File: src/rtl/gray_pkg.sv
// Shared Gray-code helpers for the pointer and synchroniser blocks.
// Functions work on 16-bit operands; callers zero-extend narrower pointers.
package gray_pkg;

    localparam int GRAY_SYNC_MIN = 2;
    localparam int GRAY_MAX_W    = 16;

    function automatic logic [GRAY_MAX_W-1:0] bin2gray(input logic [GRAY_MAX_W-1:0] b);
        return b ^ (b >> 1);
    endfunction

    function automatic logic [GRAY_MAX_W-1:0] gray2bin(input logic [GRAY_MAX_W-1:0] g);
        logic [GRAY_MAX_W-1:0] b;
        b = '0;
        for (int i = 0; i < GRAY_MAX_W; i++) begin
            b[i] = ^(g >> i);
        end
        return b;
    endfunction

    function automatic logic multi_bit_change(input logic [GRAY_MAX_W-1:0] a,
                                              input logic [GRAY_MAX_W-1:0] b);
        return $countones(a ^ b) > 1;
    endfunction

endpackage

File: src/rtl/gray_sync.sv
// Multi-flop synchroniser for an incoming Gray pointer, plus a one-cycle
// history copy of the chain output used for step checking.
module gray_sync
    import gray_pkg::*;
#(
    parameter int WIDTH       = 4,
    parameter int SYNC_STAGES = 2
) (
    input  logic             clk,
    input  logic             rst_n,
    input  logic [WIDTH-1:0] gray_i,
    output logic [WIDTH-1:0] sync_o,
    output logic [WIDTH-1:0] hist_o
);

    (* ASYNC_REG = "TRUE" *)
    logic [SYNC_STAGES-1:0][WIDTH-1:0] sync_q;
    logic [SYNC_STAGES-1:0][WIDTH-1:0] sync_d;
    logic [WIDTH-1:0]                  hist_q;
    logic [WIDTH-1:0]                  hist_d;

    always_comb begin
        sync_d    = sync_q;
        sync_d[0] = gray_i;
        for (int i = 1; i < SYNC_STAGES; i++) begin
            sync_d[i] = sync_q[i-1];
        end
        hist_d = sync_q[SYNC_STAGES-1];
    end

    always_ff @(posedge clk) begin
        if (!rst_n) begin
            sync_q <= '0;
            hist_q <= '0;
        end else begin
            sync_q <= sync_d;
            hist_q <= hist_d;
        end
    end

    assign sync_o = sync_q[SYNC_STAGES-1];
    assign hist_o = hist_q;

endmodule

File: src/rtl/gray_ptr.sv
// Local up/down pointer with registered Gray export, synchronised remote
// pointer decode, local-minus-remote distance and remote Gray-step checker.
module gray_ptr
    import gray_pkg::*;
#(
    parameter int WIDTH       = 4,
    parameter int SYNC_STAGES = 2
) (
    input  logic             clk,
    input  logic             rst_n,
    input  logic             inc,
    input  logic             dir,
    input  logic             clr,
    output logic [WIDTH-1:0] ptr_bin,
    output logic [WIDTH-1:0] ptr_gray,
    input  logic [WIDTH-1:0] rmt_gray_i,
    output logic [WIDTH-1:0] rmt_bin,
    output logic             rmt_vld,
    output logic [WIDTH-1:0] diff,
    output logic             gray_err
);

    localparam int STAGES    = (SYNC_STAGES < GRAY_SYNC_MIN) ? GRAY_SYNC_MIN : SYNC_STAGES;
    localparam int VLD_EDGES = STAGES + 1;
    localparam logic [WIDTH-1:0] PTR_ONE = {{(WIDTH-1){1'b0}}, 1'b1};

    logic [WIDTH-1:0] ptr_bin_q,  ptr_bin_d;
    logic [WIDTH-1:0] ptr_gray_q, ptr_gray_d;
    logic [WIDTH-1:0] rmt_bin_q,  rmt_bin_d;
    logic [2:0]       vld_cnt_q,  vld_cnt_d;
    logic             vld_q,      vld_d;
    logic             gray_err_q, gray_err_d;
    logic [WIDTH-1:0] sync_out;
    logic [WIDTH-1:0] sync_hist;

    gray_sync #(
        .WIDTH       (WIDTH),
        .SYNC_STAGES (STAGES)
    ) u_sync (
        .clk    (clk),
        .rst_n  (rst_n),
        .gray_i (rmt_gray_i),
        .sync_o (sync_out),
        .hist_o (sync_hist)
    );

    always_comb begin
        ptr_bin_d = ptr_bin_q;
        if (clr) begin
            ptr_bin_d = '0;
        end else if (inc) begin
            ptr_bin_d = dir ? (ptr_bin_q - PTR_ONE) : (ptr_bin_q + PTR_ONE);
        end
        // Gray is taken from the next binary value so both copies land on one edge.
        ptr_gray_d = WIDTH'(bin2gray(16'(ptr_bin_d)));
    end

    always_comb begin
        rmt_bin_d = WIDTH'(gray2bin(16'(sync_out)));
        vld_cnt_d = (vld_cnt_q != 3'd0) ? (vld_cnt_q - 3'd1) : 3'd0;
        vld_d     = vld_q | (vld_cnt_q == 3'd1);
        // Gated by the already-valid flag so the flush from reset never flags.
        gray_err_d = vld_q & multi_bit_change(16'(sync_out), 16'(sync_hist));
    end

    always_ff @(posedge clk) begin
        if (!rst_n) begin
            ptr_bin_q  <= '0;
            ptr_gray_q <= '0;
            rmt_bin_q  <= '0;
            vld_cnt_q  <= 3'(VLD_EDGES);
            vld_q      <= 1'b0;
            gray_err_q <= 1'b0;
        end else begin
            ptr_bin_q  <= ptr_bin_d;
            ptr_gray_q <= ptr_gray_d;
            rmt_bin_q  <= rmt_bin_d;
            vld_cnt_q  <= vld_cnt_d;
            vld_q      <= vld_d;
            gray_err_q <= gray_err_d;
        end
    end

    assign ptr_bin  = ptr_bin_q;
    assign ptr_gray = ptr_gray_q;
    assign rmt_bin  = rmt_bin_q;
    assign rmt_vld  = vld_q;
    assign gray_err = gray_err_q;
    assign diff     = ptr_bin_q - rmt_bin_q;

endmodule
File: config.mk
export PLATFORM = sky130hd
export DESIGN_NAME = gray_ptr
export DESIGN_NICKNAME = d
export VERILOG_FILES = /design/src/rtl/gray_pkg.sv /design/src/rtl/gray_sync.sv /design/src/rtl/gray_ptr.sv
export SDC_FILE = /design/constraint.sdc
export NUM_CORES = 1
export LEC_CHECK = 0
export CORE_MARGIN = 8
export CORE_UTILIZATION = 45
export CTS_CLUSTER_SIZE = 20
export DETAILED_ROUTE_END_ITERATION = 16
export PLACE_DENSITY = 0.73
export SYNTH_ARGS = -nofsm -noshare
export SYNTH_HDL_FRONTEND = slang
export SYNTH_SLANG_ARGS = --single-unit
File: constraint.sdc
create_clock -name clk -period 2.23 [get_ports clk]
set_clock_uncertainty 0.15 [all_clocks]
set_input_delay 0.223 -clock clk [delete_from_list [all_inputs] [get_ports clk]]
set_output_delay 0.223 -clock clk [all_outputs]
set_load 0.005 [all_outputs]
==> impl_metrics.ini, run 1 <==
[synthesis]
synth_top_area_cell = dfxtp_1
netlist_area_sq_mm = 0.00123
ys_ff_latch = 27
synth_top_area_share_pct = 43.9
syn_area_per_cell_sq_um = 10.0
synth_ff_type = dfxtp_1
ys_warn_count = 0
yosysMostFrequentCell = dfxtp_1
synthCells = 123
synth-edff-count = 0
ys_top_cells_by_area = dfxtp_1 44%, ha_1 8.1%, and2_1 7.1%
synth_fp_nets = 143
synth-async-reset-ratio_pct = 0
synth.distinct_cells = 30
seq_area_frac_synth_pct = 43.9
synthTopCellsByCount = 27 x dfxtp_1, 14 x and2_1, 14 x inv_1, 9 x nor2_1

[clock_tree]
cts_buffers = 3
post-cts-setup-buffers = 0
cts_root_buffer = clkbuf_4
max-clock-path-buffers = 2
clk_pin_slew_ns = 0.14
cts_hold_buf = 0
cts_tree = yes
htreeDepth = 1
clkSinkCount = 27
clock_latency_ns = 0.32

[route]
first_iter_violations = 41
post_drt_wl_per_cell_microns = 12.2
ant_nets = 0
wirelength_mm = 2.30
drc = 0
dr.pass1.iters = 4
vias = 902
vias_per_cell = 4.80

[min_path]
hp-class = reg2reg
min_from = u_sync.sync_q[2]$_SDFF_PN0_
hold_path_depth = 1

[sta]
finalHoldViolCount = 0
holdWs_ns = 0.304
setup_tns_ns = 0
timing.final.crit_period_ns = 2.13
max_slew_margin_pct = 73.7
rsz0062_at_grt = no
finalCritPeriodShare_pct = 95.4
slew_viol_final = 0
worst_pin_slew_ns = 0.385
fmax_ghz = 0.470
finalSetupViolations = 0
finalWorstSetupSlack_ns = 0.103

[finish]
nets = 178
antenna_cells = 0
area_growth_pct = 29.7
finish.utilization_pct = 59.5
fillers = 236
drive_gt1_share_pct = 13.4

[power]
p_per_area_mw_per_mm2 = 589
power.total_uw = 942
power.leakage_nw = 0.684
peakVddDrop_v = 0.000561

[floorplanning]
die_w_microns = 68.3
start_util_pct = 45.9
die_h_microns = 68.3
die_area_sq_mm = 0.00467
io_pins = 27
core-area_sq_mm = 0.00269
rows = 19

[outcome]
status = finished clean

[setup_path]
crit-reg2reg-launch = ptr_bin[1]$_SDFF_PN0_
r2r_cells = 5
crit_fanout = 6
cp-startpoint = ptr_bin[1]$_SDFF_PN0_
critical_path.startpoint_type = register
r2r_setup_slack_ns = 0.13
rr_endpoint = ptr_gray[2]$_SDFF_PN0_
worstSetupEndpoint = diff[3]
crit_type = reg2out
endpoint_kind = output pin
cp.arrival_ns = 1.75
worstPathRequired_ns = 1.86

[placed_design]
port_buffers = 26
place.gp.congestion = 0.841
pre_cts_slack_ns = -0.228
place_hpwl_mm = 1.89

[run]
cap_violations = 0

[global_route]
antenna_found_initial = 0
grtUsageTotal_pct = 10.8
grt_pass1_vias = 830
overflow = 0
grt_pass1_wl_mm = 3.74
grt_max_degree = 19
==> per-stage QoR <==
| stage | cells | instance area [sq um] |
|---|---|---|
| after detailed placement | 184 | 1560 |
| after CTS | 188 | 1590 |
| after floorplan | 123 | 1230 |
| after global routing | 188 | 1600 |
| after global placement | 184 | 1560 |
| final | 188 | 1600 |
==> critical path, cell delays in order (launching register included) <==
cell and delay, ns:
dfxtp_2 0.39, ha_1 0.32, a21o_1 0.20, a21oi_2 0.15, xnor2_1 0.15, clkdlybuf4s15_1 0.23
==> worst min-delay path by stage <==
| stage | slack, ns | end |
|---|---|---|
| 5_1_grt | 0.28 | u_sync.sync_q[3]$_SDFF_PN0_ |
| 3_3_place_gp | 0.26 | u_sync.sync_o[1]$_SDFF_PN0_ |
| 6_report | 0.30 | u_sync.sync_o[2]$_SDFF_PN0_ |
| 4_1_cts | 0.29 | u_sync.sync_q[0]$_SDFF_PN0_ |
| 3_5_place_dp | 0.27 | u_sync.sync_o[2]$_SDFF_PN0_ |
| 2_1_floorplan | 0.19 | rmt_bin[2]$_SDFF_PN0_ |
==> final cells by class <==
cell class,count,area [sq um],area share [%]
clock buffers,3,22.5,1.41
clock inverters,1,7.51,0.469
inverters,14,52.6,3.29
multi-input cells,78,616,38.5
flip-flops and latches,27,544,34.0
well taps,31,38.8,2.43
repair buffers,34,318,19.9
==> what timing repair did <==
action	4_1_cts	5_1_grt
endpoints found under the setup margin	3	2
endpoints found under the hold margin	0	0
pin swaps	0	0
gates resized for setup	5	4
==> cell families (layout without fill, tap and decap cells) <==
family	Yosys count	count (layout)	share of synthesized area, %
and+or+nand+nor	38	38	17.8
DFF	27	27	43.9
buffers and inverters	18	52	6.70
xor gates and xnor gates	14	14	9.95
AOI/OAI and AO/OA	12	12	6.09
adders and majority gates	11	11	13.0
muxes	3	3	2.64
==> report_power, final <==
group / switching, mW / internal, mW / total (mW) / leakage (nW)
clock: 0.137 / 0.0686 / 0.206 / 0.0139
combinational: 0.0857 / 0.124 / 0.210 / 0.447
sequential: 0.0171 / 0.509 / 0.526 / 0.223
total: 0.240 / 0.702 / 0.942 / 0.684
==> cell usage in the layout (no fill, tap or decap), drive strengths merged <==
cell type and count:
a31oi 1, o21ai 1, and2b 1, a2111oi 1, inv 14, dfxtp 27
fa 3, nand2b 1, a211oi 1, mux2 2, xor2 6, nor2 9
clkdlybuf4s15 1, clkinvlp 1, nand3b 3, buf 8, nor3 1, a21o 1
nand3 2, dlygate4sd2 2, and2 14, o311a 1, nor2b 1, clkbuf 3
mux2i 1, a21oi 6, xnor2 8, ha 8, nand2 5, clkdlybuf4s50 23
and4bb 1
==> sequential cells by signal (all words and copies together) (netlist names), 3 cells and up <==
name and cells:
ptr_bin 3, ptr_gray 4, rmt_bin 4, u_sync.hist_o 3
u_sync.sync_o 4, u_sync.sync_q 4, vld_cnt_q 3
==> layer usage <==
| metal | vias up | routed length [microns] | track usage [%] |
|---|---|---|---|
| li1 | 459 | - | - |
| met1 | 406 | 1010 | 12.5 |
| met2 | 32 | 1040 | 17.7 |
| met3 | 5 | 214 | 4.26 |
| met4 | 0 | 35 | 3.84 |
| met5 | - | 0 | 0 |
No activity file was read; power rests on OpenSTA's default activity.
==> run 2: changes to the inputs <==
- SKIP_CTS_REPAIR_TIMING: default -> 1
==> impl_metrics.ini, run 2 (synthesis results as in run 1) <==
[outcome]
status = finished clean

[route]
first_iter_violations = 34
wirelength_mm = 2.31
vias_per_cell = 4.76
vias = 895
ant_nets = 0
dr.pass1.iters = 4
drc = 0
post_drt_wl_per_cell_microns = 12.3

[floorplanning]
start_util_pct = 45.9
die_area_sq_mm = 0.00467
rows = 19
die_w_microns = 68.3
die_h_microns = 68.3
io_pins = 27
core-area_sq_mm = 0.00269

[finish]
fillers = 234
finish.utilization_pct = 59.7
drive_gt1_share_pct = 11.5
antenna_cells = 0
layout_common_cells = 26 x dfxtp_1, 23 x clkdlybuf4s50_1, 14 x inv_1, 14 x and2_1, 9 x nor2_1
layout_commonest_cell = dfxtp_1
nets = 178
area_growth_pct = 30.2

[global_route]
grt_pass1_vias = 828
overflow = 0
antenna_found_initial = 0
grtUsageTotal_pct = 10.7
grt_max_degree = 19
grt_pass1_wl_mm = 3.73

[clock_tree]
htreeDepth = 1
cts_buffers = 3
clock_latency_ns = 0.32
cts_root_buffer = clkbuf_4
max-clock-path-buffers = 2
clkSinkCount = 27
clk_pin_slew_ns = 0.14
cts_tree = yes

[setup_path]
path_depth = 6
crit_type = in2reg
worstPathRequired_ns = 2.31
critical_path.max_stage_delay_ns = 0.48
cp.arrival_ns = 2.19
crit_fanout = 4
critical_path.startpoint_type = primary input
endpoint_kind = register
cp_top_family = multiplexers
r2r_cells = 5
cp_slowest_cell = clkdlybuf4s50_1
cp_num_buf_inv = 1
path_cells = clkdlybuf4s50_1 -> ha_1 -> a21oi_1 -> mux2_2 -> a211oi_1 -> mux2_1

[sta]
finalCritPeriodShare_pct = 94.9
worst_pin_slew_ns = 0.402
fmax_ghz = 0.473
slew_viol_final = 0
timing.final.crit_period_ns = 2.12
finalHoldViolCount = 0
rsz0062_at_grt = no
max_slew_margin_pct = 72.5
finalSetupViolations = 0
holdWs_ns = 0.304

[power]
peakVddDrop_v = 0.000561
power_frac_seq_pct = 55.6
intPower_uw = 705
power.leakage_nw = 0.715
p_comb_share_pct = 22.6
swShare_pct = 25.4
p_clk_share_pct = 21.8
p_per_area_mw_per_mm2 = 589
switching_power_uw = 240

[min_path]
hp-class = reg2reg
hold_path_depth = 1

[placed_design]
place_hpwl_mm = 1.89
place.gp.congestion = 0.841
port_buffers = 26

[run]
cap_violations = 0
==> run 2: worst paths after layout <==
path / start / to / slack, ns
setup reg to reg: ptr_bin[1]$_SDFF_PN0_ / ptr_gray[2]$_SDFF_PN0_ / 0.14
hold reg to reg: u_sync.sync_q[2]$_SDFF_PN0_ / u_sync.sync_o[2]$_SDFF_PN0_ / 0.30
setup / recovery: dir / ptr_gray[2]$_SDFF_PN0_ / 0.11
hold / removal: u_sync.sync_q[2]$_SDFF_PN0_ / u_sync.sync_o[2]$_SDFF_PN0_ / 0.30
==> run 2: through the flow <==
stage,total power [mW],TNS (ns),setup WS [ns],cell area [sq um],cells
5_1_grt,1.01,0,0.0518,1600,188
4_1_cts,0.966,-0.625,-0.339,1590,188
3_3_place_gp,0.743,-0.231,-0.162,1560,184
3_5_place_dp,0.755,-0.353,-0.228,1560,184
6_report,0.946,0,0.115,1600,188
2_1_floorplan,0.643,0,0.198,1230,123
==> run 2: metal layers <==
| metal | global-route usage (%) | routed length (microns) | up-vias |
|---|---|---|---|
| met2 | 17.6 | 1070 | 25 |
| met4 | 3.84 | 35 | 0 |
| li1 | - | - | 458 |
| met1 | 12.5 | 1030 | 407 |
| met3 | 4.26 | 185 | 5 |
| met5 | 0 | 0 | - |
==> run 2: power by group through the flow <==
stage	Sequential [mW]	Combinational, mW	Clock, mW
2_1_floorplan	0.535	0.108	0
3_3_place_gp	0.535	0.208	0
3_5_place_dp	0.537	0.218	0
4_1_cts	0.526	0.219	0.220
5_1_grt	0.529	0.240	0.244
6_report	0.526	0.213	0.206
==> run 2: worst register-to-register path, stage by stage (launching register included) <==
cell	delay (ns)
dfxtp_2	0.43
ha_1	0.26
a21oi_1	0.15
mux2_2	0.35
a211oi_1	0.30
mux2_1	0.37
==> run 2: cell type report <==
| class | instances | area [sq um] | area share (%) |
|---|---|---|---|
| clock buffer | 3 | 22.5 | 1.40 |
| clock inverter | 1 | 7.51 | 0.468 |
| inverter | 14 | 52.6 | 3.28 |
| multi-input combinational | 78 | 613 | 38.2 |
| sequential | 27 | 542 | 33.8 |
| tap | 31 | 38.8 | 2.42 |
| timing repair buffer | 34 | 328 | 20.4 |
==> run 3: changes to the inputs <==
- HOLD_SLACK_MARGIN: default -> 0.1
- clock period: 2.23 -> 2.3 ns (I/O delays scaled with it)
==> impl_metrics.ini, run 3 (synthesis results as in run 1) <==
[power]
peakVddDrop_v = 0.000651
swShare_pct = 25.6
power.leakage_nw = 0.711
intPower_uw = 681
switching_power_uw = 235
power_frac_seq_pct = 55.7
p_clk_share_pct = 22.3
p_comb_share_pct = 22.1
p_per_area_mw_per_mm2 = 573

[setup_path]
path_cells = clkdlybuf4s50_1 -> ha_1 -> a21oi_1 -> mux2_2 -> a211oi_1 -> mux2_1
crit_fanout = 4
cp.arrival_ns = 2.21
critical_path.startpoint_type = primary input
cp_slowest_cell = clkdlybuf4s50_1
critical_path.max_stage_delay_ns = 0.48
worstPathRequired_ns = 2.38
crit_type = in2reg
endpoint_kind = register

[finish]
layout_common_cells = 24 x dfxtp_1, 23 x clkdlybuf4s50_1, 14 x and2_1
multiInputGateArea_sq_um = 609
drive_gt1_share_pct = 12.2
seq_area_sq_um = 547
fillers = 239
final_cells = 187
layout_commonest_cell = dfxtp_1
finalInstanceArea_sq_mm = 0.00160
nets = 177
antenna_cells = 0
area_growth_pct = 29.6

[global_route]
grtUsageTotal_pct = 9.95
grt_pass1_vias = 850
overflow = 0
grt_max_degree = 19
grt_pass1_wl_mm = 3.60
antenna_found_initial = 0

[sta]
timing.final.crit_period_ns = 2.14
rsz0062_at_grt = no
setup_tns_ns = 0
slew_viol_final = 0
worst_pin_slew_ns = 0.426
finalSetupViolations = 0
finalHoldViolCount = 0
max_slew_margin_pct = 70.9
fmax_ghz = 0.468
finalCritPeriodShare_pct = 93.0

[clock_tree]
max-clock-path-buffers = 2
clock_latency_ns = 0.32
cts_buffers = 3
htreeDepth = 1
cts_tree = yes
clkSinkCount = 27
cts_root_buffer = clkbuf_4
clk_pin_slew_ns = 0.14

[placed_design]
place.gp.congestion = 0.855
place_inst = 182
place_hpwl_mm = 1.82
port_buffers = 26
placed_cell_area_sq_mm = 0.00155

[route]
wirelength_mm = 2.20
wl_met3_microns = 206
m1WireLength_microns = 938
top_layer = met4
dr.pass1.iters = 4
vias_per_cell = 4.82
post_drt_wl_per_cell_microns = 11.7
met2_length_mm = 1.04
vias = 902
first_iter_violations = 23
drc = 0
ant_nets = 0

[run]
cap_violations = 0

[floorplanning]
die_area_sq_mm = 0.00467
io_pins = 27
die_h_microns = 68.3
rows = 19
start_util_pct = 45.9
die_w_microns = 68.3
core-area_sq_mm = 0.00269

[outcome]
status = finished clean

[min_path]
hp-class = reg2reg
-- run 3: area by class of cell --
| type | count | area share (%) |
|---|---|---|
| Clock buffer | 3 | 1.41 |
| Clock inverter | 1 | 0.470 |
| Inverter | 14 | 3.29 |
| Multi-Input combinational cell | 78 | 38.1 |
| Sequential cell | 27 | 34.2 |
| Tap cell | 31 | 2.43 |
| Timing Repair Buffer | 33 | 20.0 |
-- run 3: metal layers --
layer  GRT usage [%]  vias up
li1                -      457
met2            17.6       26
met3            4.26        2
met1            11.0      417
met4            1.53        0
met5               0        -
-- run 3: critical path: cells and delay by family --
kind / cells / cell delay, ns
AOI/OAI and AO/OA: 2 / 0.46
buffers and inverters: 1 / 0.48
adders and majority gates: 1 / 0.34
muxes: 2 / 0.72
-- run 3: path summary, 6_finish.rpt --
| kind | start | end | slack [ns] | depth (start not counted) |
|---|---|---|---|---|
| setup / recovery | dir | ptr_gray[2]$_SDFF_PN0_ | 0.16 | 6 |
| hold reg to reg | u_sync.sync_q[0]$_SDFF_PN0_ | u_sync.sync_o[0]$_SDFF_PN0_ | 0.30 | 1 |
| setup reg to reg | ptr_bin[1]$_SDFF_PN0_ | ptr_gray[2]$_SDFF_PN0_ | 0.18 | 5 |
| hold / removal | u_sync.sync_q[0]$_SDFF_PN0_ | u_sync.sync_o[0]$_SDFF_PN0_ | 0.30 | 1 |
-- run 3: stage by stage --
stage / total power, mW / utilization (%) / worst slack [ns] / hold WS (ns)
after floorplan: 0.624 / - / 0.268 / 0.202
after global placement: 0.718 / 57.6 / -0.105 / 0.265
after detailed placement: 0.728 / 57.6 / -0.168 / 0.268
after CTS: 0.930 / 58.7 / -0.282 / 0.305
after global routing: 0.967 / 59.5 / 0.0780 / 0.305
final: 0.915 / 59.5 / 0.161 / 0.300
-- run 3: power by group through the flow --
stage / Clock [mW] / Combinational (mW) / Sequential (mW)
2_1_floorplan: 0 / 0.105 / 0.519
3_3_place_gp: 0 / 0.198 / 0.520
3_5_place_dp: 0 / 0.207 / 0.521
4_1_cts: 0.211 / 0.208 / 0.511
5_1_grt: 0.230 / 0.224 / 0.513
6_report: 0.204 / 0.202 / 0.509
